### src/rtl/exc_mem_wb_reg_pkg.sv
// Shared definitions for the MEM->WB commit stage: exception codes, CP0
// register addresses, and the small enums used by the collector.
package exc_mem_wb_reg_pkg;

    // CP0 Cause.ExcCode values
    localparam logic [4:0] EXC_INT  = 5'h00;
    localparam logic [4:0] EXC_ADEL = 5'h04;
    localparam logic [4:0] EXC_ADES = 5'h05;
    localparam logic [4:0] EXC_SYS  = 5'h08;
    localparam logic [4:0] EXC_BP   = 5'h09;
    localparam logic [4:0] EXC_RI   = 5'h0a;
    localparam logic [4:0] EXC_OV   = 5'h0c;

    // CP0 register addresses, packed as {rd[4:0], sel[0]} into six bits
    localparam logic [5:0] cp0addr_badvaddr = {5'd8,  1'b0};
    localparam logic [5:0] cp0addr_count    = {5'd9,  1'b0};
    localparam logic [5:0] cp0addr_compare  = {5'd11, 1'b0};
    localparam logic [5:0] cp0addr_status   = {5'd12, 1'b0};
    localparam logic [5:0] cp0addr_cause    = {5'd13, 1'b0};
    localparam logic [5:0] cp0addr_epc      = {5'd14, 1'b0};

    // Exception entry point that CP0 redirects fetch to on ClrStpJmp
    localparam logic [31:0] EXC_VECTOR = 32'hbfc00380;

    // Which address becomes the BadVAddr candidate
    typedef enum logic [1:0] {
        BADV_NONE = 2'd0,
        BADV_PC   = 2'd1,
        BADV_LS   = 2'd2
    } badv_sel_t;

    // WB slot occupancy
    typedef enum logic [1:0] {
        SLOT_EMPTY  = 2'd0,
        SLOT_NORMAL = 2'd1,
        SLOT_EXC    = 2'd2
    } slot_state_t;

    function automatic logic [31:0] badv_mux(input badv_sel_t sel,
                                             input logic [31:0] pc,
                                             input logic [31:0] ls_addr);
        logic [31:0] v;
        v = 32'h0;
        case (sel)
            BADV_PC: v = pc;
            BADV_LS: v = ls_addr;
            default: v = 32'h0;
        endcase
        return v;
    endfunction

endpackage

### src/rtl/exc_prio_enc.sv
// Seven-source exception priority encoder: picks the winning fault, its
// ExcCode, and which address (if any) is reported as BadVAddr.
module exc_prio_enc
    import exc_mem_wb_reg_pkg::*;
(
    input  logic       if_adel,
    input  logic       ri,
    input  logic       ov,
    input  logic       sys,
    input  logic       bp,
    input  logic       ld_adel,
    input  logic       st_ades,
    output logic       exc,
    output logic [4:0] exc_code,
    output badv_sel_t  badv_sel
);

    // Fixed priority chain, highest first
    always_comb begin
        exc      = 1'b1;
        exc_code = EXC_INT;
        badv_sel = BADV_NONE;
        if (if_adel) begin
            exc_code = EXC_ADEL;
            badv_sel = BADV_PC;
        end else if (ri) begin
            exc_code = EXC_RI;
        end else if (ov) begin
            exc_code = EXC_OV;
        end else if (sys) begin
            exc_code = EXC_SYS;
        end else if (bp) begin
            exc_code = EXC_BP;
        end else if (ld_adel) begin
            exc_code = EXC_ADEL;
            badv_sel = BADV_LS;
        end else if (st_ades) begin
            exc_code = EXC_ADES;
            badv_sel = BADV_LS;
        end else begin
            exc = 1'b0;
        end
    end

endmodule

### src/rtl/exc_mem_wb_reg.sv
// MEM->WB pipeline register and exception collector; producing end of the
// CP0 commit interface. CP0's ClrStpJmp drops the committing slot.
//
//   state       | meaning
//   ------------+---------------------------------------------------------
//   SLOT_EMPTY  | WB holds a bubble (reset, flush, or nothing loaded)
//   SLOT_NORMAL | WB holds an instruction with no exception and no eret
//   SLOT_EXC    | WB holds an exception or eret; CP0 flushes next edge
module exc_mem_wb_reg
    import exc_mem_wb_reg_pkg::*;
#(
    parameter logic [31:0] RESET_PC = 32'hbfc00000
) (
    input  logic        clk,
    input  logic        rst,
    input  logic        mem_to_wb_valid,
    output logic        wb_allowin,
    input  logic [31:0] mem_pc,
    input  logic        mem_bd,
    input  logic        mem_exc_if_adel,
    input  logic        mem_exc_ri,
    input  logic        mem_exc_ov,
    input  logic        mem_exc_sys,
    input  logic        mem_exc_bp,
    input  logic        mem_exc_ld_adel,
    input  logic        mem_exc_st_ades,
    input  logic [31:0] mem_ls_addr,
    input  logic        mem_eret,
    input  logic        mem_mtc0,
    input  logic        mem_mfc0,
    input  logic [5:0]  mem_cp0_addr,
    input  logic [31:0] mem_rt_data,
    input  logic        ClrStpJmp,
    output logic        valid_r,
    output logic        mem_to_wb_exception_r,
    output logic [4:0]  mem_to_wb_ExcCode_r,
    output logic        mem_to_wb_bd_r,
    output logic [31:0] mem_to_wb_PC_r,
    output logic [31:0] error_VAddr,
    output logic        mem_to_wb_eret_r,
    output logic        mem_to_wb_mtc0_op_r,
    output logic        mem_to_wb_mfc0_op_r,
    output logic [5:0]  cp0_addr,
    output logic [31:0] mtc0_data,
    output logic        pipe_flush,
    output logic        exc_in_flight
);

    logic        wb_ready_go;
    logic        load;
    logic        enc_exc;
    logic [4:0]  enc_code;
    badv_sel_t   enc_badv_sel;
    slot_state_t state_q;
    slot_state_t state_d;

    exc_prio_enc u_prio_enc (
        .if_adel  (mem_exc_if_adel),
        .ri       (mem_exc_ri),
        .ov       (mem_exc_ov),
        .sys      (mem_exc_sys),
        .bp       (mem_exc_bp),
        .ld_adel  (mem_exc_ld_adel),
        .st_ades  (mem_exc_st_ades),
        .exc      (enc_exc),
        .exc_code (enc_code),
        .badv_sel (enc_badv_sel)
    );

    // WB commits in a single cycle, so the slot always drains
    assign wb_ready_go = 1'b1;
    assign wb_allowin  = !valid_r || wb_ready_go;
    assign load        = mem_to_wb_valid && wb_allowin && !ClrStpJmp;

    // Flush request is suppressed while reset is held
    assign pipe_flush  = ClrStpJmp && !rst;

    assign valid_r       = (state_q != SLOT_EMPTY);
    assign exc_in_flight = valid_r && (mem_to_wb_exception_r || mem_to_wb_eret_r);

    // Slot state register
    always_ff @(posedge clk) begin
        if (rst) begin
            state_q <= SLOT_EMPTY;
        end else begin
            state_q <= state_d;
        end
    end

    // Next slot state: anything not loaded this cycle leaves the slot empty
    always_comb begin
        state_d = SLOT_EMPTY;
        if (load) begin
            state_d = (enc_exc || mem_eret) ? SLOT_EXC : SLOT_NORMAL;
        end
    end

    // Commit payload: flags qualified by load, PC/data held across bubbles
    always_ff @(posedge clk) begin
        if (rst) begin
            mem_to_wb_exception_r <= 1'b0;
            mem_to_wb_ExcCode_r   <= EXC_INT;
            mem_to_wb_bd_r        <= 1'b0;
            mem_to_wb_PC_r        <= RESET_PC;
            error_VAddr           <= 32'h0;
            mem_to_wb_eret_r      <= 1'b0;
            mem_to_wb_mtc0_op_r   <= 1'b0;
            mem_to_wb_mfc0_op_r   <= 1'b0;
            cp0_addr              <= 6'h0;
            mtc0_data             <= 32'h0;
        end else begin
            mem_to_wb_exception_r <= load && enc_exc;
            mem_to_wb_ExcCode_r   <= load ? enc_code : EXC_INT;
            mem_to_wb_bd_r        <= load && mem_bd;
            error_VAddr           <= load ? badv_mux(enc_badv_sel, mem_pc, mem_ls_addr) : 32'h0;
            // A faulting instruction never commits its CP0 operation
            mem_to_wb_eret_r      <= load && mem_eret && !enc_exc;
            mem_to_wb_mtc0_op_r   <= load && mem_mtc0 && !enc_exc;
            mem_to_wb_mfc0_op_r   <= load && mem_mfc0 && !enc_exc;
            if (load) begin
                mem_to_wb_PC_r <= mem_pc;
                cp0_addr       <= mem_cp0_addr;
                mtc0_data      <= mem_rt_data;
            end
        end
    end

endmodule
### config.mk
export PLATFORM = sky130hd
export DESIGN_NAME = exc_mem_wb_reg
export DESIGN_NICKNAME = d
export VERILOG_FILES = /design/src/rtl/exc_mem_wb_reg_pkg.sv /design/src/rtl/exc_prio_enc.sv /design/src/rtl/exc_mem_wb_reg.sv
export SDC_FILE = /design/constraint.sdc
export NUM_CORES = 1
export LEC_CHECK = 0
export ABC_AREA = 1
export CORE_MARGIN = 2
export CORE_UTILIZATION = 42
export DETAILED_ROUTE_END_ITERATION = 6
export GPL_ROUTABILITY_DRIVEN = 0
export PLACE_DENSITY = 0.86
export REMOVE_ABC_BUFFERS = 1
export SLEW_MARGIN = 20
export SYNTH_ARGS = -nofsm -noshare
export SYNTH_HDL_FRONTEND = slang
export SYNTH_SLANG_ARGS = --single-unit
### constraint.sdc
create_clock -name clk -period 1.5 [get_ports clk]
set_input_delay 0.15 -clock clk [delete_from_list [all_inputs] [get_ports clk]]
set_output_delay 0.15 -clock clk [all_outputs]
set_load 0.01 [all_outputs]
Word-level counts from Yosys, hierarchy flattened
Index checks and enable logic that the tools add are counted.

operators by class
  mux-type cells = 23
  equality and inequality tests = 2
  bitwise gates (word level) = 1
  reductions and logical operators = 21

operator list
  cell                number
  $pmux 32 s2         1
  $mux 4              5
  $mux 2              8
  $logic_and 1x1->1   11
  $reduce_or 8->1     1
  $mux 1              7
  $mux 3              2
  $reduce_or 6->1     1
  $logic_not 1->1     3
  $reduce_or 3->1     1
  $eq 2x1->1 const B  1
  $eq 2x2->1 const B  1
  $logic_or 1x1->1    2
  $reduce_bool 2->1   1
  $reduce_or 2->1     1
  $not 1->1           1

word-level totals
  word-level logic and storage cells = 61
  register bits = 114
  input port bits = 117

Depth between registers and ports, before layout
Gate-level depths: netlist (run 1).

  depth in word-level cells = 9
  depth in mapped cells = 6

Modules after synthesis
A second synthesis (run 1) with hierarchy kept.

second synthesis, totals
  cells, all modules = 713
  area, all modules = 4,734.5 sq um

modules (own cells, without submodules)
  module          cells an instance  area each (sq um)  sequential area each (sq um)  instances
  exc_mem_wb_reg  690                4,613.2            2,282.2                       1
  exc_prio_enc    23                 121.4              0.0                           1

Worst setup path after synthesis (run 1)
No wires, ideal clock.

  path kind = reg-to-output
  start point = register state_q[1]
  end point = output exc_in_flight
  setup slack = 0.611 ns
  cell stages (with the launch flop) = 3
  required time = 1.350 ns
  data arrival time = 0.739 ns
  cells stage by stage = dfxtp_1 or2_2 o21a_1

between the ends
  cells in the longest elaborated chain, start to end = 2

RTL lines
  what                      RTL line              RTL
  start: declaration        exc_mem_wb_reg.sv:54  slot_state_t state_q;
  start signal: assignment  exc_mem_wb_reg.sv:86  state_q <= state_d;
  $reduce_bool 2->1         exc_mem_wb_reg.sv:78  assign valid_r = (state_q != SLOT_EMPTY);
  via valid_r               exc_mem_wb_reg.sv:34  output logic valid_r,
  $logic_and 1x1->1         exc_mem_wb_reg.sv:79  assign exc_in_flight = valid_r && (mem_to_wb_exception_r || mem_to_wb_eret_r);
  end: declaration          exc_mem_wb_reg.sv:46  output logic exc_in_flight

The timed path passes the listed nets, and every way through them passes these cells.

Final worst setup path (run 1)
  start point = register state_q[1]
  end point = output exc_in_flight

between the ends
  cells in the longest elaborated chain, start to end = 2

RTL lines
  what               RTL line
  $reduce_bool 2->1  exc_mem_wb_reg.sv:78
  $logic_and 1x1->1  exc_mem_wb_reg.sv:79

No other way between the ends.

==> results.json, run 1 <==
{
  "design.core.area_um2": 9820,
  "timing.max_cap.violations": 0,
  "post-place-cells": 850,
  "flow.area_growth_from_synthesis_pct": 68.7,
  "tritonroute_pass_1_iters": 5,
  "critical_path_required_ps": 1350,
  "antenna_cells": 0,
  "post_drt_via_cell_ratio": 4.91,
  "rsz0062_at_grt": "no",
  "largest_net_degree_at_the_start_of_global_routing": 46,
  "antenna_found_initial": 0,
  "synth.distinct_cells": 27,
  "h_tree_lvl_count": 4,
  "netlist.area_leader.share_pct": 53.0,
  "net_switching_power_mw": 1.84,
  "cts_max_path_buffers": 2,
  "worst_setup_path_end_kind": "primary output",
  "synth-main-ff-cell": "sky130_fd_sc_hd__dfxtp_1",
  "grtUsageTotal_pct": 24.7,
  "post_synth_instance_area_um2": 4270,
  "final.setup_skew_ps": 0,
  "globalRouteOverflowTotal": 0,
  "post-cts-setup-buffer-count": 0,
  "layout_cells_excl_fill": 880,
  "synth.area.top_cells": "sky130_fd_sc_hd__dfxtp_1, sky130_fd_sc_hd__nor2_1, sky130_fd_sc_hd__o21ai_0",
  "worst-setup-path-type": "register to primary output",
  "fin_worst_hold_slack_ps": 184,
  "total_leakage_power_nw": 3.28,
  "synth_seq_cells": 113,
  "post-dp-hpwl_um": 9760,
  "crit_arrival_ps": 1310,
  "cts.clk_slew.worst_paths_ps": 60,
  "drtIter0Drc": 184,
  "clock_latency_on_the_worst_skew_pair_ps": 500,
  "crit_path_start_kind": "register",
  "design.die.area_um2": 11000,
  "final_routed_wirelength_across_all_metal_layers_um": 13500,
  "layout_net_count": 853,
  "period_minus_slack_ps": 1460,
  "slew_viol_final": 0,
  "wl_per_cell_um": 15.3,
  "clk_root_buffer_cell": "sky130_fd_sc_hd__clkbuf_8",
  "final-setup-viol-count": 0,
  "die_width_um": 105,
  "num_io_pins": 233,
  "status": "finished, final reports clean",
  "p_comb_share_pct": 13.7,
  "max_clock_freq_ghz": 0.685,
  "p_int_mw": 6.24,
  "tritoncts.num_buffers": 17,
  "synth_sequential_area_ratio_pct": 53.0,
  "die_y_um": 105,
  "design_power_mw": 8.08,
  "via_count": 4321,
  "min-delay-path-class": "input pin to register",
  "synthDominantAreaCellType": "sky130_fd_sc_hd__dfxtp_1",
  "crit_fanout": 2,
  "grt_pass1_vias": 4402,
  "synth_top_cells_by_count": "sky130_fd_sc_hd__nor2_1, sky130_fd_sc_hd__dfxtp_1, sky130_fd_sc_hd__nand2_1, sky130_fd_sc_hd__o21ai_0, sky130_fd_sc_hd__nand3_1",
  "fraction_of_layout_cells_with_a_size_suffix_above_1_pct": 14.6,
  "final.setup.tns_ps": 0,
  "clock_power_share_pct": 46.5,
  "clock_tree_from_tritoncts": "done",
  "sequentialPowerShare_pct": 39.8,
  "clock_sinks": 113,
  "p_sw_share_pct": 22.8,
  "detail-route-antenna-nets": 0,
  "synthesis.yosys.warnings": 0,
  "postSynth.asyncResetShare_pct": 0,
  "drt_drc_violations_left": 0,
  "synth_edf_count": 0,
  "worst_vdd_rail_ir_drop_v": 0.000574,
  "synthesis.area_per_instance_um2": 8.46,
  "synth_cells": 504,
  "first_pass_grt_wire_length_um": 21500,
  "fp-row-count": 36,
  "power.density_nw_per_um2": 1120,
  "floorplan.initialDensity_pct": 43.4,
  "place.port_buffers": 230,
  "synth_most_common_cell": "sky130_fd_sc_hd__nor2_1",
  "report.final.hold_viol_count": 0,
  "timing.final.crit_share_pct": 97.3
}
==> power by group through the flow <==
stage,Sequential (mW),Combinational [mW],Clock (mW)
floorplan,3.35,0.322,0
global placement,3.27,1.17,0
detailed placement,3.28,1.20,0
CTS,3.22,1.11,3.81
global route,3.23,1.20,3.97
finish,3.22,1.11,3.76
==> placed cells by master (no fill, tap or decap), types with 3 or more instances in the layout <==
cell type,Yosys,routed
sky130_fd_sc_hd__inv_2,8,8
sky130_fd_sc_hd__o21ai_1,6,6
sky130_fd_sc_hd__clkbuf_8,0,5
sky130_fd_sc_hd__nor2_2,5,5
sky130_fd_sc_hd__a21oi_1,14,14
sky130_fd_sc_hd__clkbuf_1,4,3
sky130_fd_sc_hd__buf_4,4,9
sky130_fd_sc_hd__nand3_1,22,22
sky130_fd_sc_hd__o21ai_0,55,55
sky130_fd_sc_hd__nor2_1,129,129
sky130_fd_sc_hd__buf_12,0,10
sky130_fd_sc_hd__a21oi_2,20,20
sky130_fd_sc_hd__clkinv_2,0,4
sky130_fd_sc_hd__inv_1,6,6
sky130_fd_sc_hd__dlymetal6s2s_1,0,3
sky130_fd_sc_hd__dfxtp_1,113,113
sky130_fd_sc_hd__dlygate4sd2_1,0,109
sky130_fd_sc_hd__nand2_1,56,56
sky130_fd_sc_hd__clkdlybuf4s50_1,0,116
sky130_fd_sc_hd__nand3_2,20,20
sky130_fd_sc_hd__clkbuf_16,0,16
==> state kept, by name (all words and copies together), names as in the netlist <==
signal	cells
cp0_addr	6
mtc0_data	32
mem_to_wb_bd_r	1
mem_to_wb_mfc0_op_r	1
error_VAddr	32
mem_to_wb_ExcCode_r	4
mem_to_wb_eret_r	1
mem_to_wb_exception_r	1
mem_to_wb_mtc0_op_r	1
state_q	2
mem_to_wb_PC_r	32
==> kinds of logic (layout without fill, tap and decap cells) <==
| logic type | count (synthesis) | in the layout | share of synthesized area, % |
|---|---|---|---|
| AO/OA/AOI/OAI | 97 | 97 | 13.2 |
| other | 2 | 2 | 0.176 |
| buffers and inverters | 50 | 293 | 6.78 |
| flip-flops | 113 | 113 | 53.0 |
| AND/OR/NAND/NOR | 242 | 242 | 26.8 |
==> final timing paths <==
kind                                                         to                            start  cells past startpoint  slack [ps]
worst min register to register  mem_to_wb_PC_r[29]$_SDFFE_PP1P_  mem_to_wb_PC_r[29]$_SDFFE_PP1P_                      2         460
worst max-delay path                              exc_in_flight            state_q[1]$_SDFF_PP0_                      3          40
worst max register to register       mtc0_data[12]$_SDFFE_PP0P_       mtc0_data[12]$_SDFFE_PP0P_                      2         860
worst min-delay path             mem_to_wb_mtc0_op_r$_SDFF_PP0_                         mem_mtc0                      3         180
==> through the flow <==
stage | util, % | cell area, um^2 | setup slack (ps)
6_report | 73.3 | 7190 | 40.7
5_1_grt | 73.3 | 7190 | 4.79
4_1_cts | 73.2 | 7190 | 0.358
3_5_place_dp | 68.9 | 6770 | 3.13
3_3_place_gp | 68.9 | 6770 | 57.6
2_1_floorplan | - | 4030 | 126
==> critical path: stages (launching register included) <==
cell                      delay, ps
sky130_fd_sc_hd__dfxtp_1        310
sky130_fd_sc_hd__or2_4          260
sky130_fd_sc_hd__o21a_1         100
sky130_fd_sc_hd__buf_2          130
==> area by class of cell <==
type,instances,area (um^2)
fillers,767,2630
repair buffers,249,2440
flip-flops and latches,113,2260
multi-input cells,341,1720
clock buffers,24,480
well taps,133,166
clock inverters,6,80.1
inverters,14,52.6
==> metal layers <==
metal  wire, um  vias up  track usage [%]
met5          0        -                0
met4        319        0             10.9
met2       6820      223             44.9
met3       1170       25             8.42
met1       5150     1986             25.7
li1           -     2087                -
==> repair_timing <==
item | in CTS | in global routing
gates resized for setup | 116 | 3
endpoints found under the setup margin | 111 | 3
hold buffers | 0 | 0
No activity file was read; power rests on OpenSTA's default activity.
==> inputs of run 2 (changes only) <==
CORE_MARGIN = 5   (was 2)
==> run 2 against run 1 <==
Effect of this change: via count shrank 0.76%; combinational power about the same; design area about the same; global-route usage decreased by 2.1 points.
==> results.json, run 2 (same netlist as run 1, synthesis figures left out) <==
{
  "r2r-end": "mem_to_wb_PC_r[8]$_SDFFE_PP0P_",
  "tritonroute_pass_1_iters": 4,
  "fin_worst_hold_slack_ps": 189,
  "max_clock_freq_ghz": 0.704,
  "period_minus_slack_ps": 1420,
  "post-dp-hpwl_um": 10200,
  "antenna_found_initial": 0,
  "clock_sinks": 113,
  "fp-row-count": 36,
  "post_cts_hold_buffer_count": 0,
  "crit_arrival_ps": 1270,
  "wl_per_cell_um": 15.5,
  "drt_drc_violations_left": 0,
  "clock_power_share_pct": 46.9,
  "worst_vdd_rail_ir_drop_v": 0.000630,
  "min-delay-path-class": "input pin to register",
  "final-setup-viol-count": 0,
  "p_sw_share_pct": 23.9,
  "most_used_cells_in_the_layout_excluding_fill_and_tap_cells": "sky130_fd_sc_hd__nor2_1, sky130_fd_sc_hd__clkdlybuf4s50_1, sky130_fd_sc_hd__dfxtp_1",
  "layout_cells_excl_fill": 880,
  "timing.final.crit_share_pct": 94.8,
  "cts_max_path_buffers": 2,
  "total_leakage_power_nw": 3.24,
  "die_width_um": 111,
  "slew_viol_final": 0,
  "timing.rr.start": "mem_to_wb_PC_r[8]$_SDFFE_PP0P_",
  "design.core.area_um2": 9820,
  "critical_path_required_ps": 1350,
  "num-fill-cells": 763,
  "die_y_um": 111,
  "tritoncts.num_buffers": 17,
  "cts.clk_slew.worst_paths_ps": 60,
  "floorplan.initialDensity_pct": 43.4,
  "met3RoutedLength_um": 1280,
  "largest_net_degree_at_the_start_of_global_routing": 47,
  "layout.cells.most_common": "sky130_fd_sc_hd__nor2_1",
  "post_drt_via_cell_ratio": 4.87,
  "status": "finished, final reports clean",
  "wl_met2_um": 6890,
  "cp-endpoint": "exc_in_flight",
  "via_count": 4288,
  "setup.worst_path.start": "state_q[1]$_SDFF_PP0_",
  "num_io_pins": 233,
  "p_int_mw": 6.18,
  "post-place-cells": 848,
  "power.density_nw_per_um2": 1130,
  "timing.max_cap.violations": 0,
  "final_worst_setup_slack_ps": 78.6,
  "net_switching_power_mw": 1.94,
  "drtIter0Drc": 420,
  "crit_path_start_kind": "register",
  "design.die.area_um2": 12300,
  "flow.area_growth_from_synthesis_pct": 68.7,
  "antenna_cells": 0,
  "final.setup_skew_ps": 0,
  "worst_setup_path_end_kind": "primary output",
  "layout_net_count": 851,
  "final_routed_wirelength_across_all_metal_layers_um": 13700,
  "utilization_pct": 73.3,
  "h_tree_lvl_count": 4,
  "clk_root_buffer_cell": "sky130_fd_sc_hd__clkbuf_8",
  "final_cell_area_um2": 7200,
  "preCtsSetupSlack_ps": -13.1,
  "ff2ff_setup_slack_ps": 890,
  "rsz0062_at_grt": "no",
  "final.setup.tns_ps": 0,
  "globalRouteOverflowTotal": 0,
  "clock_latency_on_the_worst_skew_pair_ps": 490,
  "clock_tree_from_tritoncts": "done",
  "grtUsageTotal_pct": 22.7,
  "worst-setup-path-type": "register to primary output",
  "crit_fanout": 2,
  "r2r.worst_path.cells": 2,
  "fraction_of_layout_cells_with_a_size_suffix_above_1_pct": 15.0,
  "p_comb_share_pct": 13.5,
  "first_pass_grt_wire_length_um": 22600,
  "top_signal_layer_used": "met4",
  "sequentialPowerShare_pct": 39.6,
  "place.port_buffers": 230,
  "wl_met1_um": 5140,
  "design_power_mw": 8.12,
  "grt_pass1_vias": 4549,
  "reg_top3": "error_VAddr x32, mem_to_wb_PC_r x32, mtc0_data x32",
  "detailed_place.area_um2": 6760,
  "detail-route-antenna-nets": 0,
  "report.final.hold_viol_count": 0
}
==> run 2: changes by cell type in the layout (fill, tap and decap cells not counted), sizes merged <==
cell	before	now
clkdlybuf4s15	1	0
clkinvlp	0	4
clkbuf	24	20
buf	20	19
dlygate4sd2	109	112
clkinv	4	6
dlymetal6s2s	3	0
==> run 2: worst min path at each step <==
stage	start	end	slack, ps	cells after the start
2_1_floorplan	mem_eret	state_q[0]$_SDFF_PP0_	220	1
6_report	mem_bd	mem_to_wb_bd_r$_SDFF_PP0_	190	3
5_1_grt	mem_mtc0	mem_to_wb_mtc0_op_r$_SDFF_PP0_	160	3
4_1_cts	mem_mfc0	mem_to_wb_mfc0_op_r$_SDFF_PP0_	160	3
3_5_place_dp	mem_to_wb_PC_r[28]$_SDFFE_PP1P_	mem_to_wb_PC_r[28]$_SDFFE_PP1P_	460	2
3_3_place_gp	mem_to_wb_PC_r[28]$_SDFFE_PP1P_	mem_to_wb_PC_r[28]$_SDFFE_PP1P_	450	2
==> run 2: timing repair <==
action / CTS / global route
setup buffers: 0 / 0
setup endpoints to repair: 114 / 1
cloned: 0 / 0
resized for setup: 120 / 1
==> run 2: power groups by stage <==
stage | registers (mW) | clock network [mW] | logic (mW)
after floorplan | 3.35 | 0 | 0.322
after global placement | 3.27 | 0 | 1.18
after detailed placement | 3.28 | 0 | 1.20
after CTS | 3.21 | 3.91 | 1.11
after global routing | 3.23 | 4.07 | 1.20
final | 3.21 | 3.81 | 1.10
==> run 2: metal layers <==
| layer | up-vias | GRT usage [%] |
|---|---|---|
| met2 | 206 | 38.3 |
| met4 | 0 | 9.85 |
| met1 | 1972 | 24.9 |
| met5 | - | 0 |
| met3 | 26 | 9.55 |
| li1 | 2084 | - |
==> run 2: worst max-delay path: stages (launching register included) <==
cell	delay, ps
sky130_fd_sc_hd__dfxtp_1	300
sky130_fd_sc_hd__or2_4	240
sky130_fd_sc_hd__o21a_1	100
sky130_fd_sc_hd__buf_2	130
==> run 2: layout make-up <==
cell class	instances	area (um^2)	share of cell area (%)
sequential	113	2260	31.4
inverter	14	52.6	0.730
tap	133	166	2.31
clock inverter	12	135	1.88
timing repair buffer	247	2420	33.6
multi-input combinational	341	1720	23.9
clock buffer	20	445	6.19
==> inputs of run 3 (changes only) <==
clock period = 1.7 ns   (was 1.5 ns; I/O delays follow)
==> run 3 against run 2 <==
Effect of this change: non-clock buffer count grew 1; setup slack barely moved; worst hold slack improved by 8.3 ps; global-route usage rose by 0.96 points.
==> results.json, run 3 (same netlist as run 1, synthesis figures left out) <==
{
  "via_count": 4280,
  "p_sw_share_pct": 22.1,
  "crit_path_start_kind": "register",
  "worst_vdd_rail_ir_drop_v": 0.000531,
  "report.final.hold_viol_count": 0,
  "path_cells": "or2_2, o21a_1, clkdlybuf4s15_1",
  "h_tree_lvl_count": 4,
  "min-delay-path-class": "input pin to register",
  "drt_drc_violations_left": 0,
  "crit_fanout": 2,
  "design.core.area_um2": 9820,
  "worst-setup-path-type": "register to primary output",
  "fraction_of_layout_cells_with_a_size_suffix_above_1_pct": 14.7,
  "final.setup.tns_ps": 0,
  "grt_pass1_vias": 4522,
  "post-dp-hpwl_um": 10400,
  "reg_top3": "error_VAddr x32, mem_to_wb_PC_r x32, mtc0_data x32",
  "period_minus_slack_ps": 1620,
  "r2r.worst_path.cells": 2,
  "net_switching_power_mw": 1.71,
  "final-setup-viol-count": 0,
  "timing.max_cap.violations": 0,
  "sequentialPowerShare_pct": 36.8,
  "critical_path_required_ps": 1530,
  "post-cts-setup-buffer-count": 0,
  "clock_tree_from_tritoncts": "done",
  "fp-row-count": 36,
  "layout.cells.most_common": "sky130_fd_sc_hd__clkdlybuf4s50_1",
  "num_io_pins": 233,
  "wl_per_cell_um": 16.5,
  "p_int_mw": 6.01,
  "slew_viol_final": 0,
  "worst_setup_path_end_kind": "primary output",
  "timing.final.crit_share_pct": 95.4,
  "crit_arrival_ps": 1450,
  "final_routed_wirelength_across_all_metal_layers_um": 14500,
  "tritoncts.num_buffers": 17,
  "clock_power_share_pct": 49.4,
  "design.die.area_um2": 12300,
  "layout_cells_excl_fill": 881,
  "antenna_found_initial": 0,
  "grtUsageTotal_pct": 23.7,
  "power.density_nw_per_um2": 1040,
  "clock_sinks": 113,
  "critical-path-max-stage-delay_ps": 310,
  "die_y_um": 111,
  "place.port_buffers": 230,
  "design_power_mw": 7.72,
  "rsz0062_at_grt": "no",
  "crit_slowest_cell": "sky130_fd_sc_hd__or2_2",
  "flow.area_growth_from_synthesis_pct": 73.2,
  "hold_path_depth": 3,
  "cts.clk_slew.worst_paths_ps": 50,
  "post-place-cells": 849,
  "p_comb_share_pct": 13.8,
  "post_drt_via_cell_ratio": 4.86,
  "antenna_cells": 0,
  "status": "finished, final reports clean",
  "max_clock_freq_ghz": 0.617,
  "first_pass_grt_wire_length_um": 23300,
  "clock_latency_on_the_worst_skew_pair_ps": 510,
  "preCtsSetupSlack_ps": 101,
  "largest_net_degree_at_the_start_of_global_routing": 37,
  "most_used_cells_in_the_layout_excluding_fill_and_tap_cells": "sky130_fd_sc_hd__clkdlybuf4s50_1, sky130_fd_sc_hd__nor2_1, sky130_fd_sc_hd__dfxtp_1",
  "total_leakage_power_nw": 2.86,
  "tritonroute_pass_1_iters": 4,
  "drtIter0Drc": 301,
  "globalRouteOverflowTotal": 0,
  "detail-route-antenna-nets": 0,
  "cts_max_path_buffers": 2,
  "fin_worst_hold_slack_ps": 197,
  "die_width_um": 111,
  "layout_net_count": 852,
  "floorplan.initialDensity_pct": 43.4,
  "clk_root_buffer_cell": "sky130_fd_sc_hd__clkbuf_8",
  "final.setup_skew_ps": 0,
  "final_worst_setup_slack_ps": 78.3
}
-- run 3: layer usage --
layer,share of wire [%],vias to the layer above,GRT usage (%)
met1,39,1975,25.9
met5,0,-,0
met4,3.1,0,10.8
li1,-,2084,-
met3,8.9,32,9.66
met2,49,189,39.9
-- run 3: final cells by class --
class                           count  area (um^2)
Inverter                           14         52.6
Timing Repair Buffer              248         2550
Sequential cell                   113         2260
Tap cell                          133          166
Multi-Input combinational cell    341         1710
Fill cell                         692         2430
Clock buffer                       22          463
Clock inverter                     10          180
-- run 3: critical path, delay by kind of cell (launching register included) --
kind / cells / cell delay (ps)
buf+inv: 1 / 230
compound gates: 1 / 110
flops: 1 / 290
simple gates: 1 / 310
-- run 3: repair_timing --
| item | 4_1_cts | 5_1_grt |
|---|---|---|
| hold buffers | 0 | 0 |
| pin swaps | 0 | 0 |
| setup endpoints to repair | 2 | 1 |
| gates resized for setup | 2 | 1 |
-- run 3: power groups by stage --
stage	Clock, mW	Combinational [mW]	Sequential, mW
floorplan	0	0.284	2.95
global route	3.99	1.15	2.85
CTS	3.87	1.07	2.84
finish	3.82	1.06	2.84
detailed placement	0	1.06	2.90
global placement	0	1.04	2.89
-- run 3: path summary, 6_finish.rpt --
kind | slack, ps | endpoint | from
setup / recovery | 80 | exc_in_flight | state_q[1]$_SDFF_PP0_
hold / removal | 200 | mem_to_wb_bd_r$_SDFF_PP0_ | mem_bd
setup reg to reg | 1080 | mem_to_wb_PC_r[14]$_SDFFE_PP0P_ | mem_to_wb_PC_r[14]$_SDFFE_PP0P_
hold reg to reg | 470 | mem_to_wb_PC_r[25]$_SDFFE_PP1P_ | mem_to_wb_PC_r[25]$_SDFFE_PP1P_
-- run 3: stage by stage --
step	utilization (%)	area, um^2
after floorplan	-	4030
after global placement	68.7	6750
after detailed placement	68.7	6750
after CTS	75.2	7390
after global routing	75.2	7390
final	75.2	7390
